<file path="config.mk">
export PLATFORM = sky130hd
export DESIGN_NAME = regfile_arbiter
export DESIGN_NICKNAME = d
export VERILOG_FILES = /design/src/rtl/regfile_arbiter.sv
export SDC_FILE = /design/constraint.sdc
export NUM_CORES = 1
export LEC_CHECK = 0
export CORE_ASPECT_RATIO = 0.7
export CORE_UTILIZATION = 21
export CTS_CLUSTER_SIZE = 28
export DETAILED_ROUTE_END_ITERATION = 10
export PLACE_DENSITY = 0.84
export SLEW_MARGIN = 20
export SYNTH_ARGS = -nofsm -noshare
export SYNTH_HDL_FRONTEND = slang
export SYNTH_SLANG_ARGS = --single-unit
</file>
<file path="constraint.sdc">
create_clock -name clk -period 1.4 [get_ports clk]
set_input_delay 0.28 -clock clk [delete_from_list [all_inputs] [get_ports clk]]
set_output_delay 0.28 -clock clk [all_outputs]
set_load 0.1 [all_outputs]
</file>
<file path="src/rtl/regfile_arbiter.sv">
// Two-requester arbiter in front of a 1-write/2-read register file with one-cycle read latency.
// Optional feature macro: RF_ARB_BYPASS_EN forwards a same-cycle granted write into the read response.
module regfile_arbiter (
    input  logic        clk,
    input  logic        reset,
    input  logic        req0_valid,
    output logic        req0_ready,
    input  logic        req0_write,
    input  logic [1:0]  req0_wadr,
    input  logic [15:0] req0_wdata,
    input  logic [1:0]  req0_radr1,
    input  logic [1:0]  req0_radr2,
    input  logic        req1_valid,
    output logic        req1_ready,
    input  logic        req1_write,
    input  logic [1:0]  req1_wadr,
    input  logic [15:0] req1_wdata,
    input  logic [1:0]  req1_radr1,
    input  logic [1:0]  req1_radr2,
    output logic        rsp0_valid,
    output logic        rsp1_valid,
    output logic [15:0] rsp_data1,
    output logic [15:0] rsp_data2,
    output logic        rf_write_en,
    output logic        rf_read_en,
    output logic [1:0]  rf_write_adr,
    output logic [1:0]  rf_read_adr1,
    output logic [1:0]  rf_read_adr2,
    output logic [15:0] rf_write_data,
    input  logic [15:0] rf_read_data1,
    input  logic [15:0] rf_read_data2
);

    logic prio_q, prio_d;
    logic pend_q, pend_d;
    logic pend_id_q, pend_id_d;
    logic conflict;
    logic gnt0, gnt1;
    logic wr_gnt, wr_id, rd_gnt, rd_id;

    // Grants are combinational; gating with reset keeps both ready outputs low while in reset.
    always_comb begin
        conflict = req0_valid && req1_valid && (req0_write == req1_write);
        gnt0     = reset && req0_valid && !(conflict && prio_q);
        gnt1     = reset && req1_valid && !(conflict && !prio_q);
        wr_gnt   = (gnt0 && req0_write) || (gnt1 && req1_write);
        wr_id    = gnt1 && req1_write;
        rd_gnt   = (gnt0 && !req0_write) || (gnt1 && !req1_write);
        rd_id    = gnt1 && !req1_write;
    end

    assign req0_ready = gnt0;
    assign req1_ready = gnt1;

    // NOTE: every output gets a default first, so no path through this block can infer a latch.
    always_comb begin
        rf_write_en   = 1'b0;
        rf_write_adr  = 2'd0;
        rf_write_data = 16'd0;
        rf_read_en    = 1'b0;
        rf_read_adr1  = 2'd0;
        rf_read_adr2  = 2'd0;
        if (wr_gnt) begin
            rf_write_en   = 1'b1;
            rf_write_adr  = wr_id ? req1_wadr  : req0_wadr;
            rf_write_data = wr_id ? req1_wdata : req0_wdata;
        end
        if (rd_gnt) begin
            rf_read_en   = 1'b1;
            rf_read_adr1 = rd_id ? req1_radr1 : req0_radr1;
            rf_read_adr2 = rd_id ? req1_radr2 : req0_radr2;
        end
    end

    // The pointer moves only when a same-operation conflict was resolved this cycle.
    always_comb begin
        prio_d    = conflict ? !prio_q : prio_q;
        pend_d    = rd_gnt;
        pend_id_d = rd_id;
    end

    // NOTE: sequential state uses non-blocking assignments so all flops update from pre-edge values.
    always_ff @(posedge clk or negedge reset) begin
        if (!reset) begin
            prio_q    <= 1'b0;
            pend_q    <= 1'b0;
            pend_id_q <= 1'b0;
        end else begin
            prio_q    <= prio_d;
            pend_q    <= pend_d;
            pend_id_q <= pend_id_d;
        end
    end

    assign rsp0_valid = pend_q && !pend_id_q;
    assign rsp1_valid = pend_q && pend_id_q;

`ifdef RF_ARB_BYPASS_EN
    logic        byp1_q, byp2_q;
    logic [15:0] byp_data_q;

    // Remember, per read port, whether the read collided with a write granted in the same cycle.
    always_ff @(posedge clk or negedge reset) begin
        if (!reset) begin
            byp1_q     <= 1'b0;
            byp2_q     <= 1'b0;
            byp_data_q <= 16'd0;
        end else begin
            byp1_q     <= rd_gnt && wr_gnt && (rf_read_adr1 == rf_write_adr);
            byp2_q     <= rd_gnt && wr_gnt && (rf_read_adr2 == rf_write_adr);
            byp_data_q <= rf_write_data;
        end
    end

    assign rsp_data1 = !pend_q ? 16'd0 : (byp1_q ? byp_data_q : rf_read_data1);
    assign rsp_data2 = !pend_q ? 16'd0 : (byp2_q ? byp_data_q : rf_read_data2);
`else
    assign rsp_data1 = pend_q ? rf_read_data1 : 16'd0;
    assign rsp_data2 = pend_q ? rf_read_data2 : 16'd0;
`endif

endmodule

</file>
==> results of run 1 <==
-- stage by stage --
stage                   hold WS (ps)  cells  area (µm²)
after floorplan                -15.6    142        1810
after global placement           281    341        4010
-- cells by family after synthesis --
| kind of cell | synth area share [%] |
|---|---|
| flip-flops | 8.12 |
| AND/OR/NAND/NOR | 53.0 |
| AO/OA/AOI/OAI | 25.6 |
| XOR/XNOR | 1.89 |
| buffers and inverters | 11.4 |
==> metrics.cfg, run 1 <==
[placement]
place_congestion=0.798
dp_hpwl_mm=9.22
io_buffers=141

[outcome]
first-error=[ERROR DPL-0033] detailed placement checks failed during check placement.
lastStage=detailed placement
status=stopped before the end

[floorplanning]
num_io_pins=142
die_w_um=81.3
start_util_pct=22.7
die_height_um=57.5
fp-row-count=19

[synth]
synth_flop_cell=dfrtp_1
async_reset_ff_share_pct=100
synth_area_um2=925
synth_common_cells=and2_1, nand3_1, nand2_1
synth_nets=224
ys_seq_area_share_pct=8.12
synth_area_leaders=and2_1, o2111ai_1, nand3_1
syn_avg_cell_area_um2=6.51
synth.top_cell.area_share_pct=23.0
yosys_register_bits=3
syn_inst=142
synth_top_cell_by_area=and2_1
synth_cell_types=25
synth_edf_count=0
synthMostInstantiatedCell=and2_1
yosys_warnings=0

==> inputs of run 2 (changes only) <==
--- a/config.mk
+++ b/config.mk
@@ -5,11 +5,9 @@
 export SDC_FILE = /design/constraint.sdc
 export NUM_CORES = 1
 export LEC_CHECK = 0
-export CORE_ASPECT_RATIO = 0.7
-export CORE_UTILIZATION = 21
-export CTS_CLUSTER_SIZE = 28
+export CORE_UTILIZATION = 23
 export DETAILED_ROUTE_END_ITERATION = 10
-export PLACE_DENSITY = 0.84
+export PLACE_DENSITY_LB_ADDON = 0.15
 export SLEW_MARGIN = 20
 export SYNTH_ARGS = -nofsm -noshare
 export SYNTH_HDL_FRONTEND = slang
==> constraint.sdc (replaced) <==
create_clock -name clk -period 1.8 [get_ports clk]
set_input_delay 0.36 -clock clk [delete_from_list [all_inputs] [get_ports clk]]
set_output_delay 0.36 -clock clk [all_outputs]
set_load 0.1 [all_outputs]
==> run 2 against run 1 <==
  * The flow now finishes, with violations (negative setup slack)
  * Synthesized cell count is the same
  * Area after synthesis is the same
==> metrics.cfg, run 2 <==
[floorplanning]
num_io_pins=142
start_util_pct=24.5
core_area_um2=3770
die_w_um=65.4
die_area_um2=4280
fp-row-count=22
die_height_um=65.4

[route]
wire_per_inst_um=17.3
drt_iter0_drc=60
drc=0
vias_per_cell=5.10
ant_nets=0
vias=1704
drt_first_pass_iters=4
wl_mm=5.79

[run]
cap_violations=0

[clock_network]
clkLatencyLatePin_ps=220
holdBufCountCts=0
root_buffer=clkbuf_8
clockBufferDepth=2
cts_tree=yes
clk_pin_slew_ps=30
cts_sinks=3
htree_levels=1
cts_buffers=3

[critical_path]
worst_ep_arrival_time_ps=1570
crit_start=prio_q
regToRegEndpoint=pend_id_q
timing.critical_path.from_type=flop
end_kind=output pin
regToRegStartpoint=prio_q
reg2reg_depth=3
endpoint=rf_write_data[1]
cp_data_required_time_ps=1440
path_class=flop to output pin
cp_max_fo=18
r2r_setup_slack_ps=790

[synth]
syn_avg_cell_area_um2=6.51
yosys_warnings=0
synth_top_cell_by_area=and2_1
async_reset_ff_share_pct=100
synth_nets=224
synth_edf_count=0
synth_flop_cell=dfrtp_1
synthMostInstantiatedCell=and2_1
synth_cell_types=25
synth_area_um2=925
synth.top_cell.area_share_pct=23.0
yosys_register_bits=3
syn_inst=142
synth_common_cells=and2_1, nand3_1, nand2_1
synth_area_leaders=and2_1, o2111ai_1, nand3_1
ys_seq_area_share_pct=8.12

[timing]
setup_viol=22
finalHoldWorstSlack_ps=296
fmax_ghz=0.518
hold_viol=0
rsz0062_at_grt=yes
worst_pin_slew_ps=365
relSlewSlack_pct=75.5
fin_ws_ps=-131
slew_violations=0
fin_crit_sh_pct=107
post-route-min-period_ps=1930
fin_worst_skew_ps=0.0502

[finish]
fin_util_pct=90.5
final_cell_mix=clkdlybuf4s50_1, buf_12, and2_1
layout-drive-gt1-share_pct=46.5
final_common_cell=clkdlybuf4s50_1
area_growth_pct=269
num-nets-final=369
top_regs=pend_id_q: 1 flops, pend_q: 1 flops, prio_q: 1 flops
antenna_cells_inserted=0

[placement]
dp_hpwl_mm=4.51
place_congestion=0.761
io_buffers=141

[pwr]
vdd_drop_max_mv=0.363
total_power_mw=1.74
leakage_nw=1.36
power_density_nw_per_um2=511

[global_route]
grt_pass1_vias=1724
antenna_found_initial=0
grt_pass1_wl_mm=8.76
gr-total-overflow=0
grt_max_degree=35
grt_util_all_layers_pct=27.3

[min_path]
hold_class=input pin to asynchronous set/reset pin

[outcome]
violations=negative setup slack
status=finished with violations

-- run 2: cell counts after synthesis --
No cell type changed its count.
-- run 2: cell families (layout without fill, tap and decap cells) --
family / count (synthesis) / count (layout) / synth area share, %
and+or+nand+nor: 89 / 89 / 53.0
AOI/OAI and AO/OA: 30 / 30 / 25.6
buffers and inverters: 18 / 162 / 11.4
DFF: 3 / 3 / 8.12
xor gates and xnor gates: 2 / 2 / 1.89
-- run 2: per-layer routing --
layer,global-route usage [%],vias to the layer above,part of all wire [%]
met5,0,-,0
li1,-,798,-
met1,26.6,805,33
met4,12.5,0,2.3
met2,52.3,89,57
met3,7.47,12,8.4
-- run 2: critical path, cell delays in order (launching register included) --
cell and delay, ps:
dfrtp_2 430, and3b_2 280, buf_12 170, o2111ai_2 160, nand2_2 130, buf_12 180
-- run 2: how the worst min path moves through the flow --
| stage | startpoint | slack [ps] | end |
|---|---|---|---|
| global placement | prio_q | 660 | prio_q |
| floorplan | reset | 60 | pend_id_q |
| detailed placement | prio_q | 670 | prio_q |
| finish | reset | 300 | prio_q |
| global route | reset | 320 | prio_q |
| CTS | reset | 280 | prio_q |
-- run 2: what timing repair did --
item / CTS / global route
setup endpoints to repair: 26 / 25
resized for setup: 27 / 11
gates cloned: 0 / 0
setup buffers: 1 / 0
pin swaps: 2 / 1
-- run 2: power by group --
part | switching (mW) | total [mW] | internal [mW]
Combinational | 0.847 | 1.44 | 0.594
Sequential | 0.0207 | 0.105 | 0.0845
Clock | 0.0470 | 0.198 | 0.151
Total | 0.915 | 1.74 | 0.830
-- run 2: cell type report --
class                   count  area (µm²)
inverters                   1        3.75
multi-input cells         121        1050
well taps                  48        60.1
flip-flops and latches      3        76.3
repair buffers            157        2180
clock buffers               4        45.0
fillers                   153         357
-- run 2: stage by stage --
step	TNS, ps	setup slack [ps]	area, µm²	instances
global route	-3220	-169	3410	334
finish	-2240	-131	3410	334
floorplan	-2140	-521	1190	142
CTS	-2090	-108	3420	334
detailed placement	-10110	-484	3330	329
global placement	-9170	-407	3330	329
(Power assumes the default switching activity.)
==> inputs of run 3 (changes only) <==
--- a/config.mk
+++ b/config.mk
@@ -8,6 +8,7 @@
 export CORE_UTILIZATION = 23
 export DETAILED_ROUTE_END_ITERATION = 10
 export PLACE_DENSITY_LB_ADDON = 0.15
+export SETUP_SLACK_MARGIN = 0.1
 export SLEW_MARGIN = 20
 export SYNTH_ARGS = -nofsm -noshare
 export SYNTH_HDL_FRONTEND = slang
==> run 3 against run 2 <==
  * The run now fails in clock tree synthesis
  * Synthesized cell count did not move
  * Area after synthesis did not move
==> metrics.cfg, run 3 <==
[outcome]
status=stopped before the end
lastStage=clock tree synthesis
first-error=[ERROR DPL-0038] Utilization greater than 100%, impossible to legalize

[synth]
synth_edf_count=0
yosys_register_bits=3
synthMostInstantiatedCell=and2_1
synth_common_cells=and2_1, nand3_1, nand2_1
yosys.area_share.simple_pct=53.0
synth_compound_area_share_pct=25.6
ys_seq_area_share_pct=8.12
synth.top_cell.area_share_pct=23.0
syn_avg_cell_area_um2=6.51
synth_cell_types=25
synth_top_family_by_area=simple AND/OR/NAND/NOR gates
synth_flop_cell=dfrtp_1
yosys_warnings=0
async_reset_ff_share_pct=100
synth_xor_area_share_pct=1.89
synth_nets=224
synth-adder-area-share_pct=0
synth.area.mux_share_pct=0
synth_area_um2=925
syn_inst=142
synth_area_leaders=and2_1, o2111ai_1, nand3_1
synth_top_cell_by_area=and2_1

[floorplanning]
die_height_um=65.4
fp-row-count=22
num_io_pins=142
die_w_um=65.4
start_util_pct=24.5

[placement]
place_inst=332
io_buffers=141
place_congestion=0.813
dp_hpwl_mm=5.84

[clock_network]
postCtsSetupRepairBufs=6
cts_resized=58
cts_buffers=3
clockBufferDepth=2
cts_sinks=3
root_buffer=clkbuf_8
holdBufCountCts=0
htree_levels=1

-- run 3: metrics by stage --
step / worst slack, ps / TNS (ps) / hold WS [ps] / instance area [µm²] / util (%)
3_3_place_gp: -421 / -10020 / 492 / 3620 / 95.9
3_5_place_dp: -564 / -12530 / 516 / 3620 / 95.9
2_1_floorplan: -521 / -2080 / 64.4 / 1500 / -
-- run 3: kinds of logic after synthesis --
logic type,after synthesis
buffers and inverters,18
and+or+nand+nor,89
DFF,3
AOI/OAI and AO/OA,30
xor gates and xnor gates,2
